[src/rtl/spi_pkg.sv]
// Shared SPI definitions: frame arbiter state encoding and default frame geometry,
// also used by slave-side benches.
package spi_pkg;

    localparam int SPI_WIDTH = 16;
    localparam int SPI_GAP   = 2;

    typedef enum logic [1:0] {
        ST_IDLE  = 2'd0,
        ST_SHIFT = 2'd1,
        ST_GAP   = 2'd2
    } state_t;

endpackage

[src/rtl/spi_frame_arbiter_rr_arb2.sv]
// Two-way round-robin grant: a lone request wins outright, a tie goes to the
// requester that did not own the last frame.
module rr_arb2 (
    input  logic i_req0,
    input  logic i_req1,
    input  logic i_last_owner,
    output logic o_valid,
    output logic o_idx
);

    assign o_valid = i_req0 | i_req1;
    assign o_idx   = (i_req0 & i_req1) ? ~i_last_owner : i_req1;

endmodule

[src/rtl/spi_frame_arbiter.sv]
// Arbitrates two word requesters onto one SPI slave: LSB-first frames of WIDTH bits,
// separated by at least GAP chip-select-high cycles.
module spi_frame_arbiter
    import spi_pkg::*;
#(
    parameter int WIDTH = SPI_WIDTH,
    parameter int GAP   = SPI_GAP
) (
    input  logic             sclk,
    input  logic             rst,
    input  logic             req0,
    input  logic             req1,
    input  logic [WIDTH-1:0] data0,
    input  logic [WIDTH-1:0] data1,
    output logic             ack0,
    output logic             ack1,
    output logic             cs,
    output logic             mosi,
    output logic             busy,
    output logic             owner,
    output logic             done
);

    localparam int                 CNT_W    = (WIDTH > 1) ? $clog2(WIDTH) : 1;
    localparam logic [CNT_W-1:0]   LAST_BIT = CNT_W'(WIDTH - 1);
    localparam logic [3:0]         GAP_LOAD = 4'(GAP);

    state_t           r_state, w_state_nxt;
    logic [WIDTH-1:0] r_shift, w_shift_nxt;
    logic [CNT_W-1:0] r_bit_cnt, w_bit_cnt_nxt;
    logic [3:0]       r_gap_cnt, w_gap_cnt_nxt;
    logic             r_cs, w_cs_nxt;
    logic             r_mosi, w_mosi_nxt;
    logic             r_ack0, w_ack0_nxt;
    logic             r_ack1, w_ack1_nxt;
    logic             r_done, w_done_nxt;
    logic             r_owner, w_owner_nxt;

    logic             w_grant_valid;
    logic             w_grant_idx;
    logic             w_can_grant;
    logic [WIDTH-1:0] w_payload;

    rr_arb2 u_arb (
        .i_req0       (req0),
        .i_req1       (req1),
        .i_last_owner (r_owner),
        .o_valid      (w_grant_valid),
        .o_idx        (w_grant_idx)
    );

    // The last GAP cycle decides like IDLE, so a held request sees exactly GAP cs-high cycles.
    assign w_can_grant = (r_state == ST_IDLE) || ((r_state == ST_GAP) && (r_gap_cnt <= 4'd1));
    assign w_payload   = w_grant_idx ? data1 : data0;

    always_comb begin
        w_state_nxt   = r_state;
        w_shift_nxt   = r_shift;
        w_bit_cnt_nxt = r_bit_cnt;
        w_gap_cnt_nxt = r_gap_cnt;
        w_cs_nxt      = r_cs;
        w_mosi_nxt    = r_mosi;
        w_owner_nxt   = r_owner;
        w_ack0_nxt    = 1'b0;
        w_ack1_nxt    = 1'b0;
        w_done_nxt    = 1'b0;

        case (r_state)
            ST_SHIFT: begin
                if (r_bit_cnt == LAST_BIT) begin
                    w_state_nxt   = ST_GAP;
                    w_cs_nxt      = 1'b1;
                    w_mosi_nxt    = 1'b0;
                    w_done_nxt    = 1'b1;
                    w_gap_cnt_nxt = GAP_LOAD;
                    w_bit_cnt_nxt = '0;
                end else begin
                    w_bit_cnt_nxt = r_bit_cnt + CNT_W'(1);
                    w_mosi_nxt    = r_shift[0];
                    w_shift_nxt   = r_shift >> 1;
                end
            end
            ST_GAP: begin
                w_gap_cnt_nxt = r_gap_cnt - 4'd1;
                if (r_gap_cnt <= 4'd1) begin
                    w_state_nxt   = ST_IDLE;
                    w_gap_cnt_nxt = '0;
                end
            end
            default: begin
                w_cs_nxt   = 1'b1;
                w_mosi_nxt = 1'b0;
            end
        endcase

        if (w_can_grant && w_grant_valid) begin
            w_state_nxt   = ST_SHIFT;
            w_owner_nxt   = w_grant_idx;
            w_ack0_nxt    = ~w_grant_idx;
            w_ack1_nxt    = w_grant_idx;
            w_cs_nxt      = 1'b0;
            w_mosi_nxt    = w_payload[0];
            w_shift_nxt   = w_payload >> 1;
            w_bit_cnt_nxt = '0;
            w_gap_cnt_nxt = '0;
        end
    end

    // NOTE: state registers use non-blocking assignments only; the combinational block above
    // owns every next-state decision so this process stays a plain register bank.
    always_ff @(posedge sclk) begin
        if (rst) begin
            r_state   <= ST_IDLE;
            r_shift   <= '0;
            r_bit_cnt <= '0;
            r_gap_cnt <= '0;
            r_cs      <= 1'b1;
            r_mosi    <= 1'b0;
            r_ack0    <= 1'b0;
            r_ack1    <= 1'b0;
            r_done    <= 1'b0;
            r_owner   <= 1'b1;
        end else begin
            r_state   <= w_state_nxt;
            r_shift   <= w_shift_nxt;
            r_bit_cnt <= w_bit_cnt_nxt;
            r_gap_cnt <= w_gap_cnt_nxt;
            r_cs      <= w_cs_nxt;
            r_mosi    <= w_mosi_nxt;
            r_ack0    <= w_ack0_nxt;
            r_ack1    <= w_ack1_nxt;
            r_done    <= w_done_nxt;
            r_owner   <= w_owner_nxt;
        end
    end

    assign ack0  = r_ack0;
    assign ack1  = r_ack1;
    assign cs    = r_cs;
    assign mosi  = r_mosi;
    assign done  = r_done;
    assign owner = r_owner;
    assign busy  = (r_state != ST_IDLE);

endmodule

[config.mk]
export PLATFORM = sky130hd
export DESIGN_NAME = spi_frame_arbiter
export DESIGN_NICKNAME = d
export VERILOG_FILES = /design/src/rtl/spi_pkg.sv /design/src/rtl/spi_frame_arbiter_rr_arb2.sv /design/src/rtl/spi_frame_arbiter.sv
export SDC_FILE = /design/constraint.sdc
export NUM_CORES = 1
export LEC_CHECK = 0
export ABC_AREA = 0
export CAP_MARGIN = 20
export CORE_ASPECT_RATIO = 1.75
export CORE_MARGIN = 5
export CORE_UTILIZATION = 52
export DETAILED_ROUTE_END_ITERATION = 8
export PLACE_DENSITY = 0.95
export SLEW_MARGIN = 0
export SYNTH_ARGS = -nofsm -noshare
export SYNTH_HDL_FRONTEND = slang
export SYNTH_SLANG_ARGS = --single-unit
[constraint.sdc]
create_clock -name sclk -period 4.9 [get_ports sclk]
set_input_delay 0.735 -clock sclk [delete_from_list [all_inputs] [get_ports sclk]]
set_output_delay 0.735 -clock sclk [all_outputs]
set_load 0.03 [all_outputs]
==> metrics, run 1 <==
FF+latch area=between 600 and 700 um^2; Starting Density=between 50% and 60%; max cap viols=0; Clk pin slew, worst setup/hold paths=about 0.060 ns; Final nets=240; Worst EP required=4.16 ns; grt total ovfl=0; area delta synth->final=29.1%; clock skew=between 0.005 and 0.006 ns; outcome=complete, no violations; WS Path Type=reg -> out; Initial DRC Count=25; synth top area cells=dfxtp_1 37%, mux2i_1 9.6%, a221oi_2 9.0%, o22ai_1 6.0%, ha_1 4.5%; cell row count=27; DR DRC count=0; antenna diode count=0; CTS buffer count=5; top_reg_cell synth=dfxtp_1; sequential share of the synthesized area=between 30% and 40%; critical path startpoint category=register; critical path capture point type=output pin; Max transition margin=40.6%; DR WL/cell=between 15 and 20 um; setup bufs post-CTS=0; syn_nets=202; die width=~53 um; Detail Route Antenna Nets=0; IO buf count=42; first-pass GRT wire length=about 6.4 mm; Sw Ratio=about two fifths; Vias=between 1k and 1.5k; fillers=~240; H-tree levels=2; post-synthesis mux area share=10.3%; library cells used by synthesis=43; Clock Latency Late Sink=about 0.28 ns; TritonCTS Sinks=31; cell accounting for the most synthesized area=dfxtp_1; Tmin final=roughly 2.4 ns; DR pass1 iterations=4; largest net degree at the start of global routing=33; clock network power share=between 10% and 20%; hold_buf cts=0; Syn Area/Cell=a little over 10 um^2; final setup fails=0; setup_tns=0 ns; layout cell share with drive strength beyond 1=about 14%; Resized Gates After CTS=0; most common cell in the synthesized netlist=dfxtp_1; top post-synthesis cells by count=31 x dfxtp_1, 16 x mux2i_1, 16 x o22ai_1; post-synthesis simple-gate area fraction=10.3%; Crit Path Max Fanout=3; synthesized instance count=160; asr flop ratio synth=0%; Worst IR Drop VDD=approximately 0.00043 V; all-layer global routing usage=19.3%; hold crit path type=reg -> reg; CTS root buffer=clkbuf_8; Vias/cell=between 5 and 6; Synth Area in Adders=under 10%; CTS Buffer Depth=2; synthesized area=0.00166 mm^2; Slew Limit Fails=0; Reg power frac=about 33%; YS warnings=0; FMAX=410 MHz; Core Region=~0.0031 mm^2; Synth Area in XOR/XNOR=under 10%; CTS tree=done; Cell Int Power=approximately 700 uW; RSZ-0062 raised after global routing=no; R2R Setup Slk=2.53 ns; full die area=roughly 0.0045 mm^2; GPL Wtd Cong=between 0.8 and 0.9; top-area cell type share of the netlist area=around 37%; Total Wirelength=between 3 and 4 mm; Die Ht=approximately 85 um; combinational family with the most area after synthesis=compound AO/OA/AOI/OAI gates; HPWL after DPL=approximately 2.8 mm; Top Ports=43; Data arrival, critical path=about 1.7 ns; number of global-route vias before repair=roughly 1.5k; Final Cycle Share=between 40 and 50%; Area after DPL=just over 0.002 mm^2; switching power=just under 500 uW; Comb power frac=approximately half; Worst-Margin Slew=0.891 ns; Synth Area in Compound Gates=between 20 and 30%; Power Density=about 550 mW/mm^2; Post-synth EDFFs=0; Fin. Hold Viols=0; leakage=a little under 0.0008 uW; final instance area=0.00214 mm^2; antenna violations before repair=0; #FFs+latches synth=31; Multi-input gate area=around 920 um^2
-- power by group through the flow --
| stage | registers, uW | clock network, uW | logic (uW) |
|---|---|---|---|
| final | 391 | 201 | 585 |
| after global routing | 402 | 219 | 637 |
| after CTS | 392 | 207 | 591 |
| after detailed placement | 396 | 0 | 585 |
| after global placement | 393 | 0 | 568 |
| after floorplan | 407 | 0 | 472 |
-- logic make-up after synthesis --
| kind of cell | Yosys count |
|---|---|
| AO/OA/AOI/OAI | 54 |
| flip-flops | 31 |
| buffers and inverters | 20 |
| AND/OR/NAND/NOR | 28 |
| multiplexers | 17 |
| adder cells (fa/ha/maj) | 6 |
| XOR/XNOR | 4 |
-- per-stage QoR --
stage                     worst slack [ns]  power [uW]  instances  util, %  hold slack [ns]
final                                 2.46        1180        241     69.0            0.506
after global routing                  2.37        1260        241     69.0            0.545
after CTS                             2.45        1190        241     69.0            0.512
after detailed placement              2.33         981        234     66.2            0.490
after global placement                2.43         961        234     66.2            0.479
after floorplan                       3.14         880        160        -            0.464
-- registers in the layout, indices dropped and copies added, names as in the netlist --
register	cells
ack0	1
ack1	1
cs	1
done	1
mosi	1
owner	1
r_bit_cnt	4
r_gap_cnt	4
r_shift	15
r_state	2
-- area by class of cell --
type | instances | share of cell area, %
Clock buffer | 6 | 3.85
Clock inverter | 1 | 0.233
Inverter | 8 | 1.40
Multi-Input combinational cell | 109 | 43.1
Sequential cell | 31 | 28.9
Tap cell | 43 | 2.51
Timing Repair Buffer | 43 | 20.0
-- final timing paths --
path | start | to | cells after the start
worst max register to register | r_gap_cnt[0]$_SDFFE_PP0P_ | r_shift[4]$_SDFFE_PP0P_ | 5
worst max-delay path | r_state[0]$_SDFFE_PP0P_ | busy | 4
worst min register to register | cs$_SDFFE_PP1P_ | cs$_SDFFE_PP1P_ | 2
worst min-delay path | cs$_SDFFE_PP1P_ | cs$_SDFFE_PP1P_ | 2
-- cell usage in the layout, fill, tap and decap left out, types with 2 or more instances in the layout --
cell,count
ha_1,6
mux2i_1,16
a221oi_2,10
dfxtp_1,31
a211oi_1,2
a221oi_1,5
nor2_1,3
clkdlybuf4s50_1,42
a21oi_1,7
nor2_2,2
nand3_1,4
inv_1,8
nand2_1,3
nor4_1,3
a31oi_1,2
clkbuf_8,6
o22ai_1,16
and2_1,2
xnor2_1,3
nor3_1,4
-- worst max-delay path, cell delays in order (launching register included) --
cell,delay [ns]
dfxtp_1,0.37
inv_1,0.08
ha_1,0.23
inv_1,0.07
clkdlybuf4s50_1,0.66
-- layer usage --
metal / up-vias / track usage (%) / routed length, um
li1: 700 / - / -
met1: 668 / 19.5 / 1460
met2: 40 / 34.3 / 2140
met3: 16 / 5.15 / 189
met4: 0 / 10.2 / 146
met5: - / 0 / 0
Note: power is estimated with default switching activity, not from simulation.
==> run 2, diff against run 1 <==
--- a/config.mk
+++ b/config.mk
@@ -9,9 +9,9 @@
 export CAP_MARGIN = 20
 export CORE_ASPECT_RATIO = 1.75
 export CORE_MARGIN = 5
-export CORE_UTILIZATION = 52
+export CORE_UTILIZATION = 44
 export DETAILED_ROUTE_END_ITERATION = 8
-export PLACE_DENSITY = 0.95
+export PLACE_DENSITY = 0.88
 export SLEW_MARGIN = 0
 export SYNTH_ARGS = -nofsm -noshare
 export SYNTH_HDL_FRONTEND = slang
==> constraint.sdc (replaced) <==
create_clock -name sclk -period 2 [get_ports sclk]
set_input_delay 0.3 -clock sclk [delete_from_list [all_inputs] [get_ports sclk]]
set_output_delay 0.3 -clock sclk [all_outputs]
set_load 0.03 [all_outputs]
==> run 2 against run 1 <==
  * Worst hold slack better by 0.0045 ns
  * Core utilization is 6.9 points lower
  * Clock skew hardly changed
  * Power grew to 2.6 times the previous value
  * Die area is 15% higher
  * Worst setup slack worse by 2.3 ns
  * Sequential share of layout area is 1.4 points lower
  * Global-route usage is 3.2 points lower
  * Via count is 0.84% higher
  * Critical path depth is 2 higher
  * Sequential cell count stayed put
  * Critical endpoint is now r_shift[1]$_SDFFE_PP0P_
==> metrics, run 2 (synthesis results as in run 1) <==
IO buf count=42; Final Cycle Share=between 90% and 100%; Slew Limit Fails=0; Clk pin slew, worst setup/hold paths=~0.070 ns; Vias=1,436; fillers=~310; clock skew=approximately 0.0063 ns; max reg flops=15; Total Wirelength=3.91 mm; critical path startpoint category=register; first-pass GRT wire length=around 6.7 mm; all-layer global routing usage=between 15 and 20%; Final nets=247; Resized Gates After CTS=0; hold crit path type=reg -> reg; Crit Path Max Fanout=18; Fin. Hold Viols=0; max cap viols=0; number of global-route vias before repair=approximately 1.5k; Worst IR Drop VDD=approximately 0.00073 V; final setup fails=0; hold_buf cts=0; Top Ports=between 40 and 50; Clock Latency Late Sink=0.29 ns; Starting Density=between 40 and 50%; setup bufs post-CTS=0; grt total ovfl=0; antenna diode count=0; antenna violations before repair=0; Core Region=0.00363 mm^2; Die Ht=~90 um; TritonCTS Sinks=31; hold_ws=0.510 ns; H-tree levels=2; R2R Setup Slk=about 0.14 ns; Max transition margin=roughly three fifths; top flop regs=r_shift x15, r_bit_cnt x4, r_gap_cnt x4; largest net degree at the start of global routing=33; CTS tree=done; FF-to-FF path depth=6; critical path capture point type=register; total chip power=about 3100 uW; HPWL after DPL=between 2 and 3 mm; die width=about 56 um; setup_tns=0 ns; Worst Hold Depth=2; most common cell after layout, fill and taps aside=clkdlybuf4s50_1; FMAX=approximately 540 MHz; Detail Route Antenna Nets=0; Initial DRC Count=34; CTS Buffer Depth=2; outcome=complete, no violations; DR pass1 iterations=4; CTS buffer count=5; Data arrival, critical path=roughly 2 ns; leakage=around 0.00085 uW; layout cell share with drive strength beyond 1=18.0%; Top reg by flops=r_shift; Worst EP required=around 2.2 ns; full die area=roughly 0.005 mm^2; DR WL/cell=roughly 16 um; RSZ-0062 raised after global routing=no; CTS root buffer=clkbuf_8; Tmin final=roughly 1.9 ns; most frequent cells in the layout=41 x clkdlybuf4s50_1, 31 x dfxtp_1, 16 x o22ai_1, 16 x mux2i_1, 10 x a221oi_2; GPL Wtd Cong=around 0.74; area delta synth->final=35.5%; WS Path Type=reg -> reg; Worst-Margin Slew=0.626 ns; cell row count=29; Power Density=1380 mW/mm^2; DR DRC count=0; Vias/cell=5.70
## run 2: layout make-up
type	count	area (um^2)	area share, %
Multi-Input combinational cell	109	931	41.3
Sequential cell	31	621	27.6
Clock inverter	2	35.0	1.56
Tap cell	46	57.6	2.56
Inverter	8	30.0	1.33
Timing Repair Buffer	50	495	22.0
Clock buffer	6	82.6	3.67
## run 2: layer usage
layer,global-route usage (%),vias up,part of all wire [%]
met4,9.50,0,2.8
met2,28.4,28,55
li1,-,713,-
met5,0,-,0
met3,4.96,11,5.0
met1,16.3,684,37
## run 2: metrics by stage
step / util (%) / cells / instance area (um^2) / setup slack (ns)
after floorplan: - / 160 / 1660 / 0.242
after detailed placement: 58.6 / 244 / 2130 / 0.0893
after CTS: 61.8 / 252 / 2240 / 0.000425
final: 62.1 / 252 / 2250 / 0.139
after global routing: 62.1 / 252 / 2250 / 0.00684
after global placement: 58.6 / 244 / 2130 / 0.146
## run 2: worst max-delay path, cell delays in order, from the launching register on
cell and delay (ns):
dfxtp_1 0.41, inv_1 0.07, ha_1 0.19, or2_1 0.27
a31o_2 0.35, o21ai_4 0.27, a221oi_1 0.15
## run 2: final timing paths
path,to,startpoint
setup / recovery,r_shift[1]$_SDFFE_PP0P_,r_gap_cnt[0]$_SDFFE_PP0P_
setup reg to reg,r_shift[1]$_SDFFE_PP0P_,r_gap_cnt[0]$_SDFFE_PP0P_
hold reg to reg,r_shift[14]$_SDFFE_PP0P_,r_shift[14]$_SDFFE_PP0P_
hold / removal,r_shift[14]$_SDFFE_PP0P_,r_shift[14]$_SDFFE_PP0P_
## run 2: report_power, final
group | leakage [uW] | switching (uW) | internal [uW] | total, uW
Combinational | 0.000533 | 837 | 677 | 1510
Clock | 0.0000612 | 241 | 403 | 643
Sequential | 0.000255 | 129 | 830 | 958
Total | 0.000849 | 1210 | 1910 | 3110
==> run 3, diff against run 2 <==
--- a/config.mk
+++ b/config.mk
@@ -10,9 +10,12 @@
 export CORE_ASPECT_RATIO = 1.75
 export CORE_MARGIN = 5
 export CORE_UTILIZATION = 44
+export CTS_CLUSTER_DIAMETER = 150
 export DETAILED_ROUTE_END_ITERATION = 8
+export HOLD_SLACK_MARGIN = 0.03
 export PLACE_DENSITY = 0.88
 export SLEW_MARGIN = 0
 export SYNTH_ARGS = -nofsm -noshare
 export SYNTH_HDL_FRONTEND = slang
+export SYNTH_HIERARCHICAL = 1
 export SYNTH_SLANG_ARGS = --single-unit
==> run 3 against run 2 <==
  * Synthesized cell count is 16% higher
  * Register-to-register slack better by 0.05 ns
  * Global-route usage is 0.18 points lower
  * Combinational power is 5% higher
  * Clock-buffer cell count stayed put
  * Clock skew is 0.0043 ns lower
  * Via count is 9.9% higher
  * Critical endpoint is now r_shift[10]$_SDFFE_PP0P_
==> metrics, run 3 <==
Fin. Hold Viols=0; Total Wirelength=3.97 mm; Crit Path Max Fanout=28; FF-to-FF path depth=6; Clk pin slew, worst setup/hold paths=0.06 ns; Power Density=1330 mW/mm^2; Worst IR Drop VDD=just under 0.0009 V; Vias/cell=about 5.5; CTS root buffer=clkbuf_8; DR WL/cell=~14 um; Hold Startpoint=mosi$_SDFFE_PP0P_; Detail Route Antenna Nets=0; synthesized area=~0.0017 mm^2; Worst-Margin Slew=~0.42 ns; leakage=about 0.00086 uW; worst r2r src=r_gap_cnt[0]$_SDFFE_PP0P_; outcome=complete, no violations; most common cell in the synthesized netlist=nand2_1; synth top area cells=dfxtp_1 36%, a211oi_2 8.0%, nand2_1 7.8%, a311oi_1 6.6%, nor2b_1 5.1%; Slew Limit Fails=0; Core Region=0.00383 mm^2; YS warnings=6; setup bufs post-CTS=0; setup_tns=0 ns; final setup fails=0; WS Path Type=reg -> reg; full die area=0.00532 mm^2; hold_buf cts=0; r2r endpoint=r_shift[10]$_SDFFE_PP0P_; R2R Setup Slk=about 0.19 ns; cell accounting for the most synthesized area=dfxtp_1; DR pass1 iterations=4; total chip power=~3100 uW; H-tree levels=2; antenna violations before repair=0; TritonCTS Sinks=31; first-pass GRT wire length=6.79 mm; die width=57.3 um; grt total ovfl=0; critical path capture point type=register; DR DRC count=0; FMAX=~550 MHz; number of global-route vias before repair=roughly 1.6k; top-area cell type share of the netlist area=between 30% and 40%; Clock Latency Late Sink=around 0.27 ns; all-layer global routing usage=16.0%; Post-synth EDFFs=0; sequential share of the synthesized area=36.0%; Worst EP required=roughly 2.2 ns; CTS tree=done; max reg flops=15; CTS buffer count=5; #FFs+latches synth=31; critical path startpoint category=register; asr flop ratio synth=0%; hold crit path type=reg -> reg; Resized Gates After CTS=0; clock network power share=a little under a fifth; Comb power frac=between 50% and 60%; Top Ports=43; most common cell after layout, fill and taps aside=clkdlybuf4s50_1; Worst Hold Depth=2; Top reg by flops=r_shift; IO buf count=42; area delta synth->final=36.6%; Cell Int Power=between 1500 and 2000 uW; Syn Area/Cell=9.28 um^2; hold_ws=0.472 ns; Max transition margin=71.7%; largest net degree at the start of global routing=30; max cap viols=0; Tmin final=between 1.5 and 2 ns; antenna diode count=0; switching power=1210 uW; layout cell share with drive strength beyond 1=a little under a fifth; clock skew=0.00205 ns; Data arrival, critical path=1.98 ns; top post-synthesis cells by count=36 x nand2_1, 31 x dfxtp_1, 14 x nor2b_1; Starting Density=roughly 45%; Sw Ratio=~39%; Hold Path End=mosi$_SDFFE_PP0P_; Final nets=roughly 280; GPL Wtd Cong=about 0.82; Initial DRC Count=30; cell row count=30; Final Cycle Share=between 90% and 100%; Reg power frac=30.8%; syn_nets=around 230; top flop regs=r_shift x15, r_bit_cnt x4, r_gap_cnt x4; HPWL after DPL=approximately 3 mm; RSZ-0062 raised after global routing=no; top_reg_cell synth=dfxtp_1; most frequent cells in the layout=41 x clkdlybuf4s50_1, 36 x nand2_1, 31 x dfxtp_1; CTS Buffer Depth=2; Vias=between 1.5k and 2k; Die Ht=roughly 93 um; library cells used by synthesis=45; synthesized instance count=about 190
run 3: cell count changes after synthesis, moves of 4 or more:
cell	previous run	this run
a211oi_2	0	11
a21oi_1	7	3
a221oi_1	5	1
a221oi_2	10	0
a311oi_1	0	13
mux2i_1	16	2
nand2_1	3	36
nor2b_1	0	14
o22ai_1	16	1
run 3: logic make-up after synthesis:
logic type,share of synthesized area [%]
and+or+nand+nor,22.3
AOI/OAI and AO/OA,26.3
DFF,36.0
xor gates and xnor gates,2.03
muxes,2.47
buffers and inverters,6.53
adders and majority gates,4.35
run 3: final cells by class:
cell class              count  area [um^2]
multi-input cells         135          996
well taps                  48         60.1
clock inverters             1         30.0
fillers                   341         1470
repair buffers             58          556
clock buffers               6         72.6
flip-flops and latches     31          621
inverters                   6         22.5
run 3: power groups by stage:
| stage | Sequential (uW) | Combinational, uW | Clock [uW] |
|---|---|---|---|
| after floorplan | 1020 | 1110 | 0 |
| after global placement | 973 | 1540 | 0 |
| after detailed placement | 977 | 1590 | 0 |
| after CTS | 967 | 1600 | 587 |
| after global routing | 995 | 1740 | 615 |
| final | 966 | 1590 | 576 |
run 3: per-stage QoR:
stage	instance area (um^2)	utilization, %	std cells	worst slack [ns]
global placement	2250	58.8	278	-0.0560
detailed placement	2250	58.8	278	-0.0832
finish	2360	61.6	285	0.191
floorplan	1730	-	186	0.321
CTS	2350	61.5	285	0.0455
global route	2360	61.6	285	0.0449
run 3: worst max path at each step:
stage	startpoint	to
after CTS	r_state[0]$_SDFFE_PP0P_	busy
final	r_gap_cnt[0]$_SDFFE_PP0P_	r_shift[10]$_SDFFE_PP0P_
after detailed placement	req1	r_shift[10]$_SDFFE_PP0P_
after floorplan	r_state[0]$_SDFFE_PP0P_	r_shift[4]$_SDFFE_PP0P_
after global routing	r_state[1]$_SDFFE_PP0P_	r_gap_cnt[3]$_SDFFE_PP0P_
after global placement	req0	ack1$_SDFF_PP0_
run 3: routing by layer:
layer / up-vias / wire length, um / GRT usage (%)
li1: 784 / - / -
met3: 5 / 174 / 3.77
met5: - / 0 / 0
met1: 751 / 1490 / 15.8
met2: 38 / 2240 / 30.4
met4: 0 / 68 / 6.77
run 3: critical path: stages, from the launching register on:
cell and delay, ns:
dfxtp_1 0.36, inv_1 0.08, ha_1 0.16, nor2_1 0.07, o41a_4 0.59, buf_4 0.20, a311oi_1 0.23
